[config.mk]
export PLATFORM = sky130hd
export DESIGN_NAME = systolic_row_skewer_flat
export DESIGN_NICKNAME = d
export VERILOG_FILES = /design/src/rtl/systolic_row_skewer_pkg.sv /design/src/rtl/systolic_row_skewer_if.sv /design/src/rtl/systolic_row_skewer_delay.sv /design/src/rtl/systolic_row_skewer.sv /design/src/flat_wrapper.sv
export SDC_FILE = /design/constraint.sdc
export NUM_CORES = 1
export LEC_CHECK = 0
export BUFFER_PORTS_ARGS = -buffer_cell sky130_fd_sc_hd__buf_4
export CELL_PAD_IN_SITES_DETAIL_PLACEMENT = 1
export CELL_PAD_IN_SITES_GLOBAL_PLACEMENT = 2
export CORE_MARGIN = 2
export CORE_UTILIZATION = 40
export CTS_CLUSTER_DIAMETER = 50
export DETAILED_ROUTE_END_ITERATION = 7
export PLACE_DENSITY = 0.78
export SYNTH_ARGS = -nofsm -noshare
export SYNTH_HDL_FRONTEND = slang
export SYNTH_SLANG_ARGS = --single-unit
[constraint.sdc]
create_clock -name clk_i -period 2.1 [get_ports clk_i]
set_clock_uncertainty 0.2 [all_clocks]
set_input_delay 0.21 -clock clk_i [delete_from_list [all_inputs] [get_ports clk_i]]
set_output_delay 0.21 -clock clk_i [all_outputs]
set_load 0.005 [all_outputs]
[src/rtl/systolic_row_skewer_pkg.sv]
// Shared types and default geometry for the systolic front end.
// The row depth matches the 16-row depth of the blocking buffer slaves.
package systolic_pkg;

  typedef enum logic [1:0] {
    IDLE   = 2'd0,
    STREAM = 2'd1,
    DRAIN  = 2'd2
  } skewer_state_t;

  localparam int SA_ELEM_W  = 8;
  localparam int SA_N_LANES = 8;
  localparam int SA_N_ROWS  = 16;

endpackage

[src/rtl/systolic_row_skewer_if.sv]
// Row stream in from the buffer and skewed lane data out to the array.
interface systolic_row_skewer_if
  import systolic_pkg::*;
#(
  parameter int ELEM_W  = SA_ELEM_W,
  parameter int N_LANES = SA_N_LANES
);
  logic                      row_valid;
  logic [ELEM_W*N_LANES-1:0] row_data;
  logic                      row_ready;
  logic [ELEM_W*N_LANES-1:0] sa_data;
  logic [N_LANES-1:0]        sa_lane_valid;

  modport master (output row_valid, row_data, input row_ready, sa_data, sa_lane_valid);
  modport slave  (input row_valid, row_data, output row_ready, sa_data, sa_lane_valid);
endinterface

[src/rtl/systolic_row_skewer_delay.sv]
// Valid+data shift register of DEPTH stages with synchronous clear.
// Data is zeroed whenever its valid is low so no stale value ever reaches the output.
module skew_delay_line #(
  parameter int DEPTH = 1,
  parameter int W     = 8
) (
  input  logic         clk_i,
  input  logic         rst_n_i,
  input  logic         clr_i,
  input  logic         vld_i,
  input  logic [W-1:0] dat_i,
  output logic         vld_o,
  output logic [W-1:0] dat_o
);
  logic [DEPTH-1:0]        vld_q;
  logic [DEPTH-1:0][W-1:0] dat_q;

  always_ff @(posedge clk_i or negedge rst_n_i) begin
    if (!rst_n_i) begin
      vld_q <= '0;
      dat_q <= '0;
    end else if (clr_i) begin
      vld_q <= '0;
      dat_q <= '0;
    end else begin
      vld_q[0] <= vld_i;
      dat_q[0] <= vld_i ? dat_i : '0;
      for (int i = 1; i < DEPTH; i++) begin
        vld_q[i] <= vld_q[i-1];
        dat_q[i] <= dat_q[i-1];
      end
    end
  end

  assign vld_o = vld_q[DEPTH-1];
  assign dat_o = dat_q[DEPTH-1];
endmodule

[src/rtl/systolic_row_skewer.sv]
// Skews each accepted row into a diagonal wavefront (lane k delayed k cycles),
// counts rows per tile, drains after the last row and pulses tile completion.
module systolic_row_skewer
  import systolic_pkg::*;
#(
  parameter int ELEM_W  = SA_ELEM_W,
  parameter int N_LANES = SA_N_LANES,
  parameter int N_ROWS  = SA_N_ROWS
) (
  input  logic                 clk_i,
  input  logic                 rst_n_i,
  input  logic                 flush_i,
  systolic_row_skewer_if.slave bus,
  output logic                 tile_done_o,
  output logic                 busy_o,
  output logic                 overflow_o
);
  localparam int RW = $clog2(N_ROWS + 1);
  localparam int DW = (N_LANES > 1) ? $clog2(N_LANES) : 1;

  skewer_state_t state_q, state_d;
  logic [RW-1:0] row_cnt_q, row_cnt_d;
  logic [DW-1:0] drain_cnt_q, drain_cnt_d;
  logic          ready, accept, last_row;
  logic [N_LANES-1:0] done_q;
  logic          overflow_q;

  assign ready    = (state_q != DRAIN);
  // flush wins over a concurrent row: the row is not taken into the pipeline
  assign accept   = bus.row_valid & ready & ~flush_i;
  assign last_row = accept && (row_cnt_q == RW'(N_ROWS - 1));

  always_comb begin
    state_d     = state_q;
    row_cnt_d   = row_cnt_q;
    drain_cnt_d = drain_cnt_q;
    if (flush_i) begin
      state_d     = IDLE;
      row_cnt_d   = '0;
      drain_cnt_d = '0;
    end else begin
      case (state_q)
        IDLE, STREAM: begin
          if (accept) begin
            if (last_row) begin
              row_cnt_d = '0;
              if (N_LANES > 1) begin
                state_d     = DRAIN;
                drain_cnt_d = DW'(N_LANES - 1);
              end else begin
                state_d = IDLE;
              end
            end else begin
              row_cnt_d = row_cnt_q + 1'b1;
              state_d   = STREAM;
            end
          end
        end
        DRAIN: begin
          drain_cnt_d = drain_cnt_q - 1'b1;
          if (drain_cnt_q == DW'(1)) state_d = IDLE;
        end
        default: state_d = IDLE;
      endcase
    end
  end

  always_ff @(posedge clk_i or negedge rst_n_i) begin
    if (!rst_n_i) begin
      state_q     <= IDLE;
      row_cnt_q   <= '0;
      drain_cnt_q <= '0;
      done_q      <= '0;
      overflow_q  <= 1'b0;
    end else begin
      state_q     <= state_d;
      row_cnt_q   <= row_cnt_d;
      drain_cnt_q <= drain_cnt_d;
      overflow_q  <= overflow_q | (bus.row_valid & ~ready);
      if (flush_i) begin
        done_q <= '0;
      end else begin
        // tile marker travels alongside the last lane so the pulse lines up with it
        done_q[0] <= last_row;
        for (int i = 1; i < N_LANES; i++) done_q[i] <= done_q[i-1];
      end
    end
  end

  logic [N_LANES-1:0]             lane_vld;
  logic [N_LANES-1:0][ELEM_W-1:0] lane_dat;

  for (genvar k = 0; k < N_LANES; k++) begin : g_lane
    skew_delay_line #(.DEPTH(k + 1), .W(ELEM_W)) u_dl (
      .clk_i  (clk_i),
      .rst_n_i(rst_n_i),
      .clr_i  (flush_i),
      .vld_i  (accept),
      .dat_i  (bus.row_data[k*ELEM_W +: ELEM_W]),
      .vld_o  (lane_vld[k]),
      .dat_o  (lane_dat[k])
    );
  end

  assign bus.row_ready     = ready;
  assign bus.sa_data       = lane_dat;
  assign bus.sa_lane_valid = lane_vld;
  assign tile_done_o       = done_q[N_LANES-1];
  assign busy_o            = (state_q != IDLE) | (|lane_vld);
  assign overflow_o        = overflow_q;
endmodule

[src/flat_wrapper.sv]
// flat-port wrapper written by rule: the top's interface ports become plain ports
module systolic_row_skewer_flat import systolic_pkg::*;
#(
  parameter int ELEM_W  = SA_ELEM_W,
  parameter int N_LANES = SA_N_LANES,
  parameter int N_ROWS  = SA_N_ROWS
)
  (clk_i, rst_n_i, flush_i, tile_done_o, busy_o, overflow_o, bus_row_valid, bus_row_data, bus_row_ready, bus_sa_data, bus_sa_lane_valid);
  systolic_row_skewer_if #(.ELEM_W(ELEM_W), .N_LANES(N_LANES)) bus_i ();
  input  logic clk_i;
  input  logic rst_n_i;
  input  logic flush_i;
  output logic tile_done_o;
  output logic busy_o;
  output logic overflow_o;
  input wire logic [$bits(bus_i.row_valid)-1:0] bus_row_valid;
  input wire logic [$bits(bus_i.row_data)-1:0] bus_row_data;
  output wire logic [$bits(bus_i.row_ready)-1:0] bus_row_ready;
  output wire logic [$bits(bus_i.sa_data)-1:0] bus_sa_data;
  output wire logic [$bits(bus_i.sa_lane_valid)-1:0] bus_sa_lane_valid;
  assign bus_i.row_valid = bus_row_valid;
  assign bus_i.row_data = bus_row_data;
  assign bus_row_ready = bus_i.row_ready;
  assign bus_sa_data = bus_i.sa_data;
  assign bus_sa_lane_valid = bus_i.sa_lane_valid;
  systolic_row_skewer #(.ELEM_W(ELEM_W), .N_LANES(N_LANES), .N_ROWS(N_ROWS)) u_core (.clk_i(clk_i), .rst_n_i(rst_n_i), .flush_i(flush_i), .bus(bus_i), .tile_done_o(tile_done_o), .busy_o(busy_o), .overflow_o(overflow_o));
endmodule
==> results of run 1 <==
-- cells in the mapped netlist, drive strengths merged --
cell,number,area share
nor2,8,0.0028
o31a,1,0.00081
nand3,3,0.0014
or3,2,0.0012
buf,77,0.054
and4bb,1,0.0012
a21oi,4,0.0019
and4b,1,0.00093
nor3b,2,0.0019
a221oi,2,0.0016
o21ai,1,0.00046
clkbuf,23,0.0080
nor2b,241,0.14
nand3b,1,0.00070
nand2b,1,0.0013
a21o,1,0.00070
xnor2,1,0.00081
inv,4,0.0014
o211ai,1,0.00070
or4,1,0.00070
nand2,4,0.0014
ha,3,0.0035
a2111oi,1,0.00081
xor2,2,0.0016
nor4,2,0.0012
dfrtp,315,0.73
mux2i,1,0.00093
and2,64,0.037
-- layer usage --
layer / global-route usage / vias to the layer above / part of all wire
li1: - / 2615 / -
met1: 0.153 / 2770 / 0.41
met2: 0.228 / 126 / 0.52
met3: 0.0284 / 44 / 0.043
met4: 0.0536 / 0 / 0.032
met5: 0 / - / 0
-- report_power, final --
| part | leakage, nW | switching, W | internal (W) | total, W |
|---|---|---|---|---|
| Clock | 0.564 | 0.00238 | 0.00355 | 0.00593 |
| Combinational | 1.97 | 0.000294 | 0.000299 | 0.000593 |
| Sequential | 4.34 | 0.0000307 | 0.00618 | 0.00621 |
-- flip-flops by register name, indices dropped and copies added, names as in the netlist --
signal / flops
u_core.done_q: 8
u_core.drain_cnt_q: 3
u_core.state_q: 2
u_core.row_cnt_q: 5
u_core.overflow_o: 1
u_core.g_lane.u_dl.dat_o: 64
u_core.g_lane.u_dl.vld_q: 8
u_core.g_lane.u_dl.dat_q: 224
-- layout by cell type (no fill, tap or decap), types with 2 or more instances in the layout --
cell           Yosys  final
clkinvlp_4         0      4
buf_4             65    151
clkbuf_8           0      5
or3_1              2      2
clkbuf_16          0     39
nand3_1            3      3
ha_1               3      3
nor2_1             8      8
buf_12             0      7
nand2_1            4      4
nor2b_1          240    240
dfrtp_1          315    314
inv_1              4      4
clkinv_2           0      7
xor2_1             2      2
dlygate4sd3_1      0     67
inv_6              0      2
clkbuf_1          23      6
and2_1            64     64
a221oi_1           2      2
a21oi_1            4      4
-- worst max path at each step --
stage / from / end / slack [ns] / cells past startpoint
after global routing: u_core.state_q[0]$_DFFE_PN0P_ / busy_o / 0.02 / 3
after global placement: u_core.state_q[1]$_DFFE_PN0P_ / u_core.g_lane[6].u_dl.dat_q[5]$_DFF_PN0_ / 0.40 / 4
after CTS: u_core.state_q[1]$_DFFE_PN0P_ / bus_row_ready / 0.04 / 3
final: u_core.state_q[0]$_DFFE_PN0P_ / busy_o / 0.11 / 3
after detailed placement: u_core.state_q[1]$_DFFE_PN0P_ / u_core.g_lane[7].u_dl.dat_q[2]$_DFF_PN0_ / 0.34 / 4
after floorplan: u_core.row_cnt_q[0]$_DFFE_PN0P_ / u_core.drain_cnt_q[0]$_DFFE_PN0P_ / 0.53 / 4
-- worst register-to-register path: stages (launching register included) --
cell and delay (ns):
dfrtp_2 0.48, nor2b_2 0.22, nor3b_4 0.20, buf_4 0.32, and2_1 0.22
-- logic make-up (layout without fill, tap and decap cells) --
kind of cell / Yosys count / count (layout)
simple gates: 331 / 331
buf+inv: 104 / 295
fa+ha+maj: 3 / 3
mux: 1 / 1
xor+xnor: 3 / 3
compound gates: 11 / 11
flops: 315 / 315
-- per-stage QoR --
step	std cells	cell area, um2	hold WS, ns
floorplan	768	10800	-0.286
global placement	1169	11800	-0.0377
detailed placement	1169	11800	-0.0396
CTS	1300	13700	0.0128
global route	1300	13700	0.0467
finish	1300	13700	0.0230
-- timing repair --
item / 4_1_cts / 5_1_grt
resized for setup: 0 / 2
setup endpoints to repair: 0 / 2
hold endpoints to repair: 414 / 0
hold buffers: 67 / 0
-- final cells by class --
class                           instances  area share
Clock inverter                         15     0.00750
Multi-Input combinational cell        349       0.163
Inverter                                4     0.00110
Timing Repair Buffer                  227       0.144
Sequential cell                       315       0.576
Clock buffer                           49      0.0770
Tap cell                              341      0.0312
==> impl_metrics.py, run 1 <==
metrics = {
    "outcome": {
        "status": "finished, final reports clean",
    },
    "critical_path": {
        "reg2reg_to": "u_core.g_lane[7].u_dl.dat_q[2]$_DFF_PN0_",
        "start_kind": "register",
        "end_kind": "output port",
        "critical-path-slowest-cell": "dfrtp_1",
        "worstPathMaxFanout": 7,
        "reg2reg_from": "u_core.state_q[1]$_DFFE_PN0P_",
        "worst-path-buf-inv": 1,
        "r2r_slack_ns": 0.40,
        "crit_family": "flip-flops",
        "worstPathRequired_ns": 1.69,
        "crit_chain": "nor4_2, nand3_1, buf_4",
        "crit_path_max_incr_delay_ns": 0.47,
        "path_class": "register to output port",
        "ff2ff_path_depth": 4,
        "arrival_ns": 1.58,
    },
    "finish": {
        "regArea_um2": 7880,
        "final_core_util": 0.512,
        "fillers": 2647,
        "num_antenna_cells": 0,
        "nNetsFinal": 1005,
        "area_growth_pct": 27.0,
        "drive_gt1_frac": 0.234,
        "multi_input_area_um2": 2230,
    },
    "yosys": {
        "synthAdderAreaFrac": 0.00348,
        "ys_seq_elements": 315,
        "synth_xor_area_frac": 0.00244,
        "yosys.area_share.simple": 0.192,
        "ys_types": 33,
        "syn_area_um2": 10800,
        "synthMuxAreaShare": 0.000929,
        "seq_area_frac_synth": 0.731,
        "synth_top_family_by_area": "simple AND/OR/NAND/NOR gates",
        "synth_compound_area_frac": 0.00697,
        "synth_nets": 839,
        "synth_cells": 768,
        "ys_warn_count": 0,
        "avgSynthCellArea_um2": 14.0,
    },
    "pwr": {
        "totalPowerFinal_w": 0.0127,
        "cellLeakagePower_nw": 6.87,
        "max-vdd-ir-drop_uv": 497,
        "power_density_nw_per_um2": 931,
    },
    "floorplanning": {
        "dieHeight_um": 168,
        "die_area_um2": 28300,
        "rows": 60,
        "io_pins": 144,
        "core_area_um2": 26700,
        "die_w_um": 168,
        "initial_utilization": 0.403,
    },
    "place": {
        "place_hpwl_um": 10000,
        "place_ws_ns": 0.339,
        "io_buffers": 143,
        "gp_congestion": 0.635,
    },
    "clock_network": {
        "cts_root_buf": "clkbuf_16",
        "htreeDepth": 2,
        "cts_tree": "yes",
        "cts_num_sinks": 315,
        "post_cts_buffers": 0,
        "clock_latency_ns": 0.50,
        "numCtsBuffers": 37,
        "cts.path.max_buffers": 3,
        "path_clk_slew_ns": 0.05,
    },
    "drt": {
        "vias": 5555,
        "drc": 0,
        "drt-total-wl_um": 17300,
        "firstDrtPassIters": 4,
        "drt_iter0_drc": 275,
        "via_per_inst": 4.27,
        "postRouteAntennaNets": 0,
        "routedWlPerCell_um": 13.3,
    },
    "timing": {
        "setup_violations": 0,
        "fmaxAchievable_mhz": 502,
        "setup_ws_ns": 0.107,
        "hold_violations": 0,
        "fin_crit_sh": 0.949,
        "finalSetupTns_ns": 0,
        "relSlewSlack": 0.642,
        "finalCriticalPeriod_ns": 1.99,
        "rsz0062_at_grt": "false",
        "worstMarginPinSlew_ns": 0.537,
        "timing.final.max_slew_violations": 0,
    },
    "job": {
        "maxCapViolations": 0,
    },
    "worst_hold_path": {
        "holdCritPathClass": "input pin to asynchronous set/reset pin",
    },
    "global_route": {
        "gr-total-overflow": 0,
        "grt_use_total": 0.129,
        "grt_max_degree": 62,
        "grt_pass1_wl_um": 29200,
        "grt_pass1_vias": 5977,
        "antenna_found_initial": 0,
    },
}
(Power assumes the default switching activity.)
==> run 2: changes to the inputs <==
RECOVER_POWER = 50   (was default)
==> impl_metrics.py, run 2 (synthesis results as in run 1) <==
metrics = {
    "outcome": {
        "status": "finished, final reports clean",
    },
    "timing": {
        "finalSetupTns_ns": 0,
        "relSlewSlack": 0.455,
        "fmaxAchievable_mhz": 501,
        "setup_violations": 0,
        "rsz0062_at_grt": "false",
        "timing.final.max_slew_violations": 0,
        "finalCriticalPeriod_ns": 1.99,
        "worstMarginPinSlew_ns": 0.817,
        "fin_crit_sh": 0.950,
        "hold_violations": 0,
    },
    "finish": {
        "largest_register_ffs": 224,
        "area_growth_pct": 26.0,
        "nNetsFinal": 1005,
        "final_common_cell": "dfrtp_1",
        "final_cell_mix": "314 x dfrtp_1, 240 x nor2b_1, 146 x buf_4, 67 x dlygate4sd3_1, 64 x and2_1",
        "num_antenna_cells": 0,
        "fillers": 2658,
        "regArea_um2": 7880,
        "drive_gt1_frac": 0.229,
        "regMostFlops": "u_core.g_lane.u_dl.dat_q",
        "multi_input_area_um2": 2230,
        "stdcell_count": 1300,
    },
    "drt": {
        "drt_iter0_drc": 286,
        "top_layer": "met4",
        "met3_length_um": 746,
        "met2_wirelength_um": 8980,
        "drt-met1-wl_um": 7000,
        "drt-total-wl_um": 17300,
        "postRouteAntennaNets": 0,
        "routedWlPerCell_um": 13.3,
        "vias": 5572,
        "drc": 0,
        "firstDrtPassIters": 4,
        "via_per_inst": 4.29,
    },
    "global_route": {
        "grt_pass1_vias": 5977,
        "antenna_found_initial": 0,
        "grt_use_total": 0.129,
        "grt_max_degree": 62,
        "grt_pass1_wl_um": 29200,
        "gr-total-overflow": 0,
    },
    "critical_path": {
        "arrival_ns": 1.58,
        "start_kind": "register",
        "reg2reg_to": "u_core.g_lane[0].u_dl.dat_o[6]$_DFF_PN0_",
        "r2r_slack_ns": 0.40,
        "end_kind": "output port",
        "path_class": "register to output port",
        "reg2reg_from": "u_core.state_q[1]$_DFFE_PN0P_",
        "worstPathRequired_ns": 1.69,
        "ff2ff_path_depth": 4,
        "worstPathMaxFanout": 7,
    },
    "floorplanning": {
        "io_pins": 144,
        "initial_utilization": 0.403,
        "die_area_um2": 28300,
        "rows": 60,
        "dieHeight_um": 168,
        "core_area_um2": 26700,
        "die_w_um": 168,
    },
    "clock_network": {
        "post_cts_buffers": 0,
        "htreeDepth": 2,
        "cts_tree": "yes",
        "cts_root_buf": "clkbuf_16",
        "cts_num_sinks": 315,
        "numCtsBuffers": 37,
        "path_clk_slew_ns": 0.05,
        "cts.path.max_buffers": 3,
        "clock_latency_ns": 0.50,
    },
    "place": {
        "place_hpwl_um": 10000,
        "gp_congestion": 0.635,
        "dpl.cell_count": 1169,
        "io_buffers": 143,
    },
    "pwr": {
        "max-vdd-ir-drop_uv": 497,
        "cellLeakagePower_nw": 6.82,
        "power_density_nw_per_um2": 936,
    },
    "job": {
        "maxCapViolations": 0,
    },
    "worst_hold_path": {
        "holdCritPathClass": "input pin to asynchronous set/reset pin",
    },
}
[run 2: where the power goes]
group          total [W]  internal (W)  switching (W)
sequential       0.00621       0.00618      0.0000307
combinational   0.000567      0.000277       0.000290
clock            0.00593       0.00355        0.00238
[run 2: final cells by class]
type	count	area share
multi-input cells	349	0.164
well taps	341	0.0314
repair buffers	227	0.138
inverters	4	0.00111
flip-flops and latches	315	0.580
clock buffers	49	0.0776
clock inverters	15	0.00755
[run 2: what timing repair did]
item | 4_1_cts | 5_1_grt
setup endpoints to repair | 0 | 2
hold endpoints to repair | 414 | 0
gates resized for setup | 0 | 2
hold buffers | 67 | 0
[run 2: metrics by stage]
stage / cell area [um2] / total power (W) / utilization / hold WS [ns] / setup WS [ns]
4_1_cts: 13700 / 0.0130 / 0.512 / 0.0128 / 0.0376
2_1_floorplan: 10800 / 0.00651 / - / -0.286 / 0.533
3_5_place_dp: 11800 / 0.00683 / 0.443 / -0.0396 / 0.339
6_report: 13600 / 0.0127 / 0.508 / 0.00200 / 0.106
5_1_grt: 13600 / 0.0133 / 0.508 / 0.0244 / 0.0187
3_3_place_gp: 11800 / 0.00682 / 0.443 / -0.0377 / 0.404
[run 2: worst max-delay path, stage by stage (launching register included)]
cell and delay (ns):
dfrtp_1 0.47, nor4_2 0.36, nand3_1 0.11, buf_4 0.14
[run 2: worst max path at each step]
stage / start / to / slack, ns
floorplan: u_core.row_cnt_q[0]$_DFFE_PN0P_ / u_core.drain_cnt_q[0]$_DFFE_PN0P_ / 0.53
global placement: u_core.state_q[1]$_DFFE_PN0P_ / u_core.g_lane[6].u_dl.dat_q[5]$_DFF_PN0_ / 0.40
detailed placement: u_core.state_q[1]$_DFFE_PN0P_ / u_core.g_lane[7].u_dl.dat_q[2]$_DFF_PN0_ / 0.34
CTS: u_core.state_q[1]$_DFFE_PN0P_ / bus_row_ready / 0.04
global route: u_core.state_q[0]$_DFFE_PN0P_ / busy_o / 0.02
finish: u_core.state_q[0]$_DFFE_PN0P_ / busy_o / 0.11
[run 2: per-layer routing]
metal	GRT usage	up-vias
met4	0.0536	0
met1	0.153	2787
met3	0.0284	44
li1	-	2615
met5	0	-
met2	0.228	126
